`config.mk`:
```
export PLATFORM = sky130hd
export DESIGN_NAME = picoblaze_io_hub
export DESIGN_NICKNAME = d
export VERILOG_FILES = /design/src/rtl/picoblaze_io_hub_pkg.sv /design/src/rtl/picoblaze_interval_timer.sv /design/src/rtl/picoblaze_io_hub.sv
export SDC_FILE = /design/constraint.sdc
export NUM_CORES = 1
export LEC_CHECK = 0
export BUFFER_PORTS_ARGS = -buffer_cell sky130_fd_sc_hd__buf_2
export CAP_MARGIN = 20
export CORE_UTILIZATION = 30
export CTS_CLUSTER_SIZE = 28
export DETAILED_ROUTE_END_ITERATION = 8
export RECOVER_POWER = 50
export SYNTH_ARGS = -nofsm -noshare
export SYNTH_HDL_FRONTEND = slang
export SYNTH_SLANG_ARGS = --single-unit
```
`constraint.sdc`:
```
create_clock -name clk -period 3.6 [get_ports clk]
set_input_delay 0.36 -clock clk [delete_from_list [all_inputs] [get_ports clk]]
set_output_delay 0.36 -clock clk [all_outputs]
set_load 0.005 [all_outputs]
```
`src/rtl/picoblaze_io_hub_pkg.sv`:
```
// Shared definitions for the PicoBlaze I/O hub: port map, CTRL bit positions
// and the interrupt handshake state type.
package picoblaze_io_hub_pkg;

    localparam logic [7:0] ADDR_IN_BASE  = 8'h00;
    localparam logic [7:0] ADDR_OUT_BASE = 8'h80;
    localparam logic [7:0] ADDR_STATUS   = 8'hF0;
    localparam logic [7:0] ADDR_MASK     = 8'hF1;
    localparam logic [7:0] ADDR_CTRL     = 8'hF2;
    localparam logic [7:0] ADDR_PER_LO   = 8'hF3;
    localparam logic [7:0] ADDR_PER_HI   = 8'hF4;
    localparam logic [7:0] ADDR_TSTAT    = 8'hF5;

    localparam int CTRL_ENABLE_BIT     = 0;
    localparam int CTRL_AUTORELOAD_BIT = 1;

    typedef enum logic [1:0] {
        IRQ_IDLE    = 2'd0,
        IRQ_REQ     = 2'd1,
        IRQ_SERVICE = 2'd2
    } irq_state_e;

    function automatic logic [7:0] bank_addr(input logic [7:0] base, input int idx);
        return base + 8'(idx);
    endfunction

endpackage

```
`src/rtl/picoblaze_interval_timer.sv`:
```
// Programmable interval timer: prescaler, 16-bit down-counter, reload and
// one-shot handling. expire is a single-cycle pulse on every firing.
module picoblaze_interval_timer
    import picoblaze_io_hub_pkg::*;
#(
    parameter int PRESCALE = 25000
) (
    input  logic        clk,
    input  logic        reset,
    input  logic        ctrl_wr,
    input  logic        per_lo_wr,
    input  logic        per_hi_wr,
    input  logic [7:0]  wdata,
    output logic        enable,
    output logic        autoreload,
    output logic [15:0] period,
    output logic        expire
);

    localparam int PS_W = (PRESCALE > 2) ? $clog2(PRESCALE) : 1;
    localparam logic [PS_W-1:0] PS_LAST = PS_W'(PRESCALE - 1);

    logic            enable_q, enable_d;
    logic            autoreload_q, autoreload_d;
    logic [15:0]     period_q, period_d;
    logic [15:0]     count_q, count_d;
    logic [PS_W-1:0] prescale_q, prescale_d;
    logic            start_q, start_d;
    logic            tick;
    logic            fire;

    // start_q marks the cycle right after an enabling CTRL write; the timer
    // fires there and the prescaler is held so each period is exact.
    always_comb begin
        enable_d     = enable_q;
        autoreload_d = autoreload_q;
        period_d     = period_q;
        count_d      = count_q;
        start_d      = 1'b0;

        tick = enable_q && !start_q && (prescale_q == PS_LAST);
        fire = enable_q && (period_q != 16'd0)
               && (start_q || (tick && (count_q == 16'd0)));

        if (!enable_q || start_q || tick) begin
            prescale_d = '0;
        end else begin
            prescale_d = prescale_q + 1'b1;
        end

        if (fire) begin
            count_d = period_q - 16'd1;
            if (!autoreload_q) begin
                enable_d = 1'b0;
            end
        end else if (tick && (count_q != 16'd0)) begin
            count_d = count_q - 16'd1;
        end

        if (per_lo_wr) begin
            period_d[7:0] = wdata;
        end
        if (per_hi_wr) begin
            period_d[15:8] = wdata;
        end

        if (ctrl_wr) begin
            enable_d     = wdata[CTRL_ENABLE_BIT];
            autoreload_d = wdata[CTRL_AUTORELOAD_BIT];
            start_d      = wdata[CTRL_ENABLE_BIT];
            prescale_d   = '0;
        end
    end

    always_ff @(posedge clk or posedge reset) begin
        if (reset) begin
            enable_q     <= 1'b0;
            autoreload_q <= 1'b0;
            period_q     <= 16'd0;
            count_q      <= 16'd0;
            prescale_q   <= '0;
            start_q      <= 1'b0;
        end else begin
            enable_q     <= enable_d;
            autoreload_q <= autoreload_d;
            period_q     <= period_d;
            count_q      <= count_d;
            prescale_q   <= prescale_d;
            start_q      <= start_d;
        end
    end

    assign enable     = enable_q;
    assign autoreload = autoreload_q;
    assign period     = period_q;
    assign expire     = fire;

endmodule

```
`src/rtl/picoblaze_io_hub.sv`:
```
// PicoBlaze (pacoblaze3) I/O hub: GPI/GPO banks, registered read mux, and a
// masked, latched interrupt controller with an internal interval timer.
module picoblaze_io_hub
    import picoblaze_io_hub_pkg::*;
#(
    parameter int CLK_FREQ_HZ = 25000000,
    parameter int TICK_HZ     = 1000,
    parameter int NUM_IN      = 2,
    parameter int NUM_OUT     = 2,
    parameter int NUM_IRQ     = 4
) (
    input  logic                 clk,
    input  logic                 reset,
    input  logic [7:0]           port_id,
    input  logic [7:0]           out_port,
    input  logic                 write_strobe,
    input  logic                 read_strobe,
    output logic [7:0]           in_port,
    output logic                 interrupt,
    input  logic                 interrupt_ack,
    input  logic [8*NUM_IN-1:0]  gpi,
    output logic [8*NUM_OUT-1:0] gpo,
    input  logic [NUM_IRQ-1:0]   irq_src
);

    localparam int PRESCALE = CLK_FREQ_HZ / TICK_HZ;
    localparam int PW       = NUM_IRQ + 1;

    logic [7:0]           in_port_q, in_port_d;
    logic [8*NUM_OUT-1:0] gpo_q, gpo_d;
    logic [PW-1:0]        pending_q, pending_d;
    logic [PW-1:0]        mask_q, mask_d;
    logic [PW-1:0]        w1c;
    logic                 expired_q, expired_d;
    logic [NUM_IRQ-1:0]   sync1_q, sync1_d;
    logic [NUM_IRQ-1:0]   sync2_q, sync2_d;
    logic [NUM_IRQ-1:0]   prev_q, prev_d;
    logic [NUM_IRQ-1:0]   irq_edge;
    irq_state_e           state_q, state_d;

    logic        wr_status, wr_mask, wr_ctrl, wr_per_lo, wr_per_hi, rd_tstat;
    logic        tmr_enable, tmr_autoreload, tmr_expire;
    logic [15:0] tmr_period;

    assign wr_status = write_strobe && (port_id == ADDR_STATUS);
    assign wr_mask   = write_strobe && (port_id == ADDR_MASK);
    assign wr_ctrl   = write_strobe && (port_id == ADDR_CTRL);
    assign wr_per_lo = write_strobe && (port_id == ADDR_PER_LO);
    assign wr_per_hi = write_strobe && (port_id == ADDR_PER_HI);
    assign rd_tstat  = read_strobe && (port_id == ADDR_TSTAT);

    picoblaze_interval_timer #(
        .PRESCALE (PRESCALE)
    ) u_timer (
        .clk        (clk),
        .reset      (reset),
        .ctrl_wr    (wr_ctrl),
        .per_lo_wr  (wr_per_lo),
        .per_hi_wr  (wr_per_hi),
        .wdata      (out_port),
        .enable     (tmr_enable),
        .autoreload (tmr_autoreload),
        .period     (tmr_period),
        .expire     (tmr_expire)
    );

    // Unmapped addresses read as zero so in_port never carries x.
    always_comb begin
        case (port_id)
            ADDR_STATUS: in_port_d = 8'(pending_q);
            ADDR_MASK:   in_port_d = 8'(mask_q);
            ADDR_CTRL:   in_port_d = {6'b0, tmr_autoreload, tmr_enable};
            ADDR_PER_LO: in_port_d = tmr_period[7:0];
            ADDR_PER_HI: in_port_d = tmr_period[15:8];
            ADDR_TSTAT:  in_port_d = {7'b0, expired_q};
            default:     in_port_d = 8'h00;
        endcase
        for (int i = 0; i < NUM_IN; i++) begin
            if (port_id == bank_addr(ADDR_IN_BASE, i)) begin
                in_port_d = gpi[8*i +: 8];
            end
        end
        for (int i = 0; i < NUM_OUT; i++) begin
            if (port_id == bank_addr(ADDR_OUT_BASE, i)) begin
                in_port_d = gpo_q[8*i +: 8];
            end
        end
    end

    // A new edge in the same cycle as a W1C of that bit keeps the bit set.
    always_comb begin
        gpo_d = gpo_q;
        for (int i = 0; i < NUM_OUT; i++) begin
            if (write_strobe && (port_id == bank_addr(ADDR_OUT_BASE, i))) begin
                gpo_d[8*i +: 8] = out_port;
            end
        end

        mask_d = wr_mask ? out_port[PW-1:0] : mask_q;
        w1c    = wr_status ? out_port[PW-1:0] : '0;

        sync1_d  = irq_src;
        sync2_d  = sync1_q;
        prev_d   = sync2_q;
        irq_edge = sync2_q & ~prev_q;

        pending_d = (pending_q & ~w1c) | {tmr_expire, irq_edge};

        expired_d = expired_q;
        if (rd_tstat) begin
            expired_d = 1'b0;
        end
        if (tmr_expire) begin
            expired_d = 1'b1;
        end
    end

    // Request on masked pending, hold until ack, then stay in service until
    // the EOI write so the same source cannot re-interrupt the handler.
    always_comb begin
        state_d = state_q;
        case (state_q)
            IRQ_IDLE: begin
                if ((|(pending_d & mask_d)) && !interrupt_ack) begin
                    state_d = IRQ_REQ;
                end
            end
            IRQ_REQ: begin
                if (interrupt_ack) begin
                    state_d = IRQ_SERVICE;
                end
            end
            IRQ_SERVICE: begin
                if (wr_status) begin
                    state_d = IRQ_IDLE;
                end
            end
            default: state_d = IRQ_IDLE;
        endcase
    end

    always_ff @(posedge clk or posedge reset) begin
        if (reset) begin
            in_port_q <= 8'h00;
            gpo_q     <= '0;
            pending_q <= '0;
            mask_q    <= '0;
            expired_q <= 1'b0;
            sync1_q   <= '0;
            sync2_q   <= '0;
            prev_q    <= '0;
            state_q   <= IRQ_IDLE;
        end else begin
            in_port_q <= in_port_d;
            gpo_q     <= gpo_d;
            pending_q <= pending_d;
            mask_q    <= mask_d;
            expired_q <= expired_d;
            sync1_q   <= sync1_d;
            sync2_q   <= sync2_d;
            prev_q    <= prev_d;
            state_q   <= state_d;
        end
    end

    assign in_port   = in_port_q;
    assign gpo       = gpo_q;
    assign interrupt = (state_q == IRQ_REQ);

endmodule
```
# Word level (Yosys, flattened, before mapping)
# Cells that the tools add are included.
# op_classes
n_addsub,3
muxes,21
n_reduce_logical,32
eq_ne,16
n_bitwise,6
# op_table
cell,n
$eq 8x8->1 const B,8
$pmux 8 s6,1
$mux 16,2
$mux 8,4
$reduce_bool 16->1,2
$sub 16x1->16 const B,2
$mux 15,2
$logic_not 16->1,1
$add 15x1->15 const B,1
$eq 15x15->1 const B,1
$logic_and 1x1->1,15
$and 5x5->5,2
$mux 5,2
$eq 8x1->1 const B,1
$logic_not 8->1,1
$mux 1,6
$mux 2,3
$pmux 2 s3,1
$reduce_bool 2->1,3
$not 5->5,1
$or 5x5->5,1
$reduce_or 5->1,1
$and 4x4->4,1
$ne 2x1->1 const B,2
9 further kinds,14
# word_totals
output_inout_bits,25
regBits,99
in_bits,41
wordCells,95

# Logic depth before layout (Yosys ltp)
# logic_depth
word_depth,12
ltp_mapped,14
ltp_nobuf,13

# Modules after synthesis
# Synthesis repeated with hierarchy kept, for this count alone.
# unflattened
cells_unflattened,516
hier_area_um2,5312.6
# by_module_without_submodules
mod,instances,area_per_inst_um2,cells_per_inst
picoblaze_interval_timer,1,3024.2,317
picoblaze_io_hub,1,2288.4,199

# Worst setup path before layout
# No wires, ideal clock.
# synth_timing
kind,register to register
start,register u_timer.prescale_q[3]
end,register u_timer.count_q[8]
path_stages_with_launch,14
slack_ps,-17
path_buffers,1
required_ps,3479
arrival_ps,3495
path_cell_list,dfrtp_1 -> or4_4 -> nor4_4 -> a21oi_2 -> nor3_4 -> buf_6 -> mux2i_1 -> ha_1 -> nor3b_1 -> nand2_1 -> o31a_1 -> nor4_1 -> a41oi_1 -> o22a_1
# synth_between
elab_chain_len,6
elab_cells_between_ends,8
cone_classes,eq/ne (1); mux (1); reduce/logical (6)
# synth_rtl
element,line_no,source
start: declaration,picoblaze_interval_timer.sv:27,"logic [PS_W-1:0] prescale_q, prescale_d;"
start signal: assignment,picoblaze_interval_timer.sv:88,prescale_q <= prescale_d;
$eq 15x15->1 *,picoblaze_interval_timer.sv:41,tick = enable_q && !start_q && (prescale_q == PS_LAST);
$logic_and 1x1->1 *,picoblaze_interval_timer.sv:41,
$logic_and 1x1->1,picoblaze_interval_timer.sv:43,&& (start_q || (tick && (count_q == 16'd0)));
$logic_or 1x1->1,picoblaze_interval_timer.sv:43,
$logic_and 1x1->1,picoblaze_interval_timer.sv:43,
$mux 16 / $reduce_bool 2->1 (equally long branches),--,
end signal: assignment,picoblaze_interval_timer.sv:87,count_q <= count_d;
end: declaration,picoblaze_interval_timer.sv:26,"logic [15:0] count_q, count_d;"
# Mark *: on every way between the ends. The rest lies on a longest branch, timed or not.
# A chain may end at the register's enable or synchronous reset.

# Worst setup path after layout
# layout_timing
start,register u_timer.count_q[0]
end,register u_timer.count_q[12]
# layout_between
elab_chain_len,5
elab_cells_between_ends,10
cone_classes,add/sub (1); mux (2); reduce/logical (7)
# layout_rtl
element
"parallel branches: the longest is 5 deep, another holds $sub 16x1->16"
# Several ways; the timed one is not identified. The select of a mux whose other input is x is not followed.

==> results.yml <==
grt:
  grt_max_degree: 63
  grtUsageTotal_pct: 15.5
  grt_pass1_vias: 3865
  grtUsageMet1_pct: 21.8
  antenna_found_initial: 0
  met2_usage_pct: 23.2
  grt_busiest_layer: "met2"
  overflow: 0
  grt_use_met3_pct: 4.97
  grt_pass1_wl_um: 20300
cts:
  cts.clk_slew.worst_paths_ns: 0.07
  cts_buffer_depth: 2
  htree_num_levels: 3
  cts_root_buf: "clkbuf_16"
  cts_hold_buf: 0
  cts_buffers: 9
  cts_tree: "built"
  clkSinkCount: 99
  clk_latency_ns: 0.35
route:
  post_drt_wl_per_cell_um: 16.7
  wirelength_um: 12800
  ant_nets: 0
  drt_first_iter_violations: 368
  drc_errors: 0
  drtPass1Iterations: 7
  vias: 4031
  viasPerCell: 5.26
critical_path:
  worstPathMaxFanout: 5
  cpLargestDelayFamily: "simple AND/OR/NAND/NOR gates"
  end_kind: "register"
  worstPathCellList: "nor4_1 -> buf_4 -> nand4_1 -> o21a_1 -> nor3_4 -> mux2i_1 -> ha_2 -> nor3b_1 -> buf_4 -> nand2_1 -> nor2_1 -> nand2_1 -> a21oi_1 -> o22a_1"
  worst-path-buf-inv: 2
  arrival_ns: 3.77
  crit_path_start_kind: "register"
  worst_path_max_delay_cell: "nor4_1"
  reg2reg_depth: 14
  worstSetupPathDepth: 14
  slowest_delay_ns: 0.50
  critPathKind: "register to register"
  rrSetupSlack_ns: 0.12
  worstPathRequired_ns: 3.89
floorplanning:
  die_h_um: 131
  start_util_pct: 31.1
  die-area_mm2: 0.0171
  core_mm2: 0.0160
  io_pins: 66
  row_count: 46
  die_w_um: 131
timing:
  min_period_over_period_pct: 96.7
  maxSlewHeadroom_pct: -56.3
  skew_ns: 0.00636
  setup_tns_ns: 0
  report.final.slew_viol_count: 63
  setup_viol: 0
  hold_viol_final: 0
  tightest_slew_ns: 2.34
  post-route-min-period_ns: 3.48
  rsz0062_at_grt: "no"
  fmax_ghz: 0.287
logic_synthesis:
  ys_seq_elements: 99
  ys_seq_area_share_pct: 49.9
  ys_dominant_reg_cell: "dfrtp_1"
  postSynthCellCount: 472
  yosys_warnings: 0
  synth_nets: 515
  synthDistinctLibCells: 67
  synth_edf_count: 0
  syn_avg_cell_area_um2: 10.5
  async_reset_ff_share_pct: 100
  syn_area_mm2: 0.00497
outcome:
  failed_checks: "max-capacitance violations, max-slew violations"
  status: "finished with violations"
final_layout:
  fin_cells: 767
  final_layout_size_suffix_gt1_share_pct: 26.1
  antenna_cells: 0
  fill_cells: 1618
  finalNetCount: 589
  syn_to_final_growth_pct: 19.6
placement:
  gp_congestion: 0.891
  io_buffer_count: 65
  dpl.hpwl_um: 9460
  dp_cells: 751
job:
  max_cap_violations: 1
power_and_ir_drop:
  powerDensity_mw_per_mm2: 417
  finalPower_w: 0.00248
  power_leakage_nw: 2.77
  peakVddDrop_mv: 0.224
worst_hold_path:
  hp-class: "primary input to register"
  hold_depth: 1
[routing by layer]
layer / vias up / routed length [um]
met2: 126 / 5880
met5: - / 0
met4: 0 / 106
met1: 2004 / 6020
li1: 1889 / -
met3: 12 / 804
[synthesized netlist by cell type, types with 3 or more instances]
cell	n	share of area [%]
nor3b_1	4	0.60
o22a_1	3	0.53
or3_1	3	0.38
o22ai_1	6	0.76
xnor2_1	9	1.6
buf_2	5	0.50
o21ai_0	19	1.9
a221o_1	4	0.81
nand3_1	18	1.8
nand4_1	5	0.63
clkbuf_1	9	0.68
a22oi_1	14	2.1
a22o_1	8	1.4
and3_1	8	1.0
a21o_1	3	0.45
xor2_1	13	2.3
nand2_1	48	3.6
or4_1	3	0.45
a21oi_1	15	1.5
mux2i_1	9	1.8
nor4_1	6	0.76
dfrtp_1	99	50
inv_1	17	1.3
nor2_1	43	3.2
mux2_2	33	7.5
nor2b_1	4	0.50
nor3_1	10	1.0
a31oi_1	3	0.38
[cell families (layout without fill, tap and decap cells)]
group / Yosys count / after routing / synth area share (%)
flip-flops: 99 / 99 / 49.9
AO/OA/AOI/OAI: 105 / 105 / 16.1
XOR/XNOR: 22 / 22 / 3.88
AND/OR/NAND/NOR: 169 / 169 / 17.3
buffers and inverters: 32 / 111 / 2.69
adder cells (fa/ha/maj): 2 / 2 / 0.504
multiplexers: 43 / 43 / 9.75
[per-stage QoR]
step	worst slack, ns	area, um^2	util (%)	hold slack (ns)
after floorplan	0.124	4970	-	0.331
after global placement	0.332	5610	35.0	0.335
after detailed placement	0.243	5610	35.0	0.335
after CTS	0.215	5930	37.1	0.0970
after global routing	0.00907	5940	37.1	0.0906
final	0.117	5940	37.1	0.111
[layout make-up]
class | count | area, um^2 | share of cell area, %
Clock inverter | 7 | 98.8 | 1.66
Multi-Input combinational cell | 341 | 2390 | 40.2
Inverter | 17 | 63.8 | 1.07
Clock buffer | 9 | 225 | 3.79
Sequential cell | 99 | 2480 | 41.7
Tap cell | 216 | 270 | 4.55
Timing Repair Buffer | 78 | 415 | 6.99
[power by group]
group | internal, W | switching, W
combinational | 0.0000971 | 0.000137
sequential | 0.00115 | 0.0000359
clock | 0.000617 | 0.000441
total | 0.00186 | 0.000614
[layout by cell type, fill, tap and decap left out, types with 11 or more instances in the layout]
master,instances
o21ai_0,19
mux2_2,33
buf_2,65
a21oi_1,15
nand3_1,17
nand2_1,48
dfrtp_1,99
xor2_1,13
a22oi_1,14
buf_4,11
nor2_1,43
inv_1,17
[worst register-to-register path, cell delays in order, from the launching register on]
cell and delay, ns:
dfrtp_1 0.42, nor4_1 0.50, buf_4 0.21, nand4_1 0.13, o21a_1 0.26, nor3_4 0.26
mux2i_1 0.24, ha_2 0.23, nor3b_1 0.27, buf_4 0.18, nand2_1 0.09, nor2_1 0.22
nand2_1 0.11, a21oi_1 0.16, o22a_1 0.15
[worst paths after layout]
path	start	to
hold / removal	irq_src[0]	sync1_q[0]$_DFF_PP0_
setup reg to reg	u_timer.count_q[0]$_DFFE_PP0P_	u_timer.count_q[12]$_DFFE_PP0P_
hold reg to reg	sync1_q[3]$_DFF_PP0_	prev_d[3]$_DFF_PP0_
setup / recovery	u_timer.count_q[0]$_DFFE_PP0P_	u_timer.count_q[12]$_DFFE_PP0P_
min in group asynchronous	reset	sync1_q[1]$_DFF_PP0_
max in group asynchronous	reset	u_timer.prescale_q[11]$_DFF_PP0_
[registers in the layout, indices dropped and copies added, names as in the netlist]
signal and count:
prev_d 4, prev_q 4, u_timer.period 16, u_timer.count_q 16
u_timer.enable 1, sync1_q 4, u_timer.start_q 1, in_port 8
u_timer.autoreload 1, gpo 16, state_q 2, u_timer.prescale_q 15
mask_q 5, expired_q 1, pending_q 5
[what timing repair did]
action,4_1_cts,5_1_grt
setup buffers,0,0
resized for setup,0,4
endpoints found under the hold margin,0,0
endpoints found under the setup margin,0,4
No activity file was read; power rests on OpenSTA's default activity.
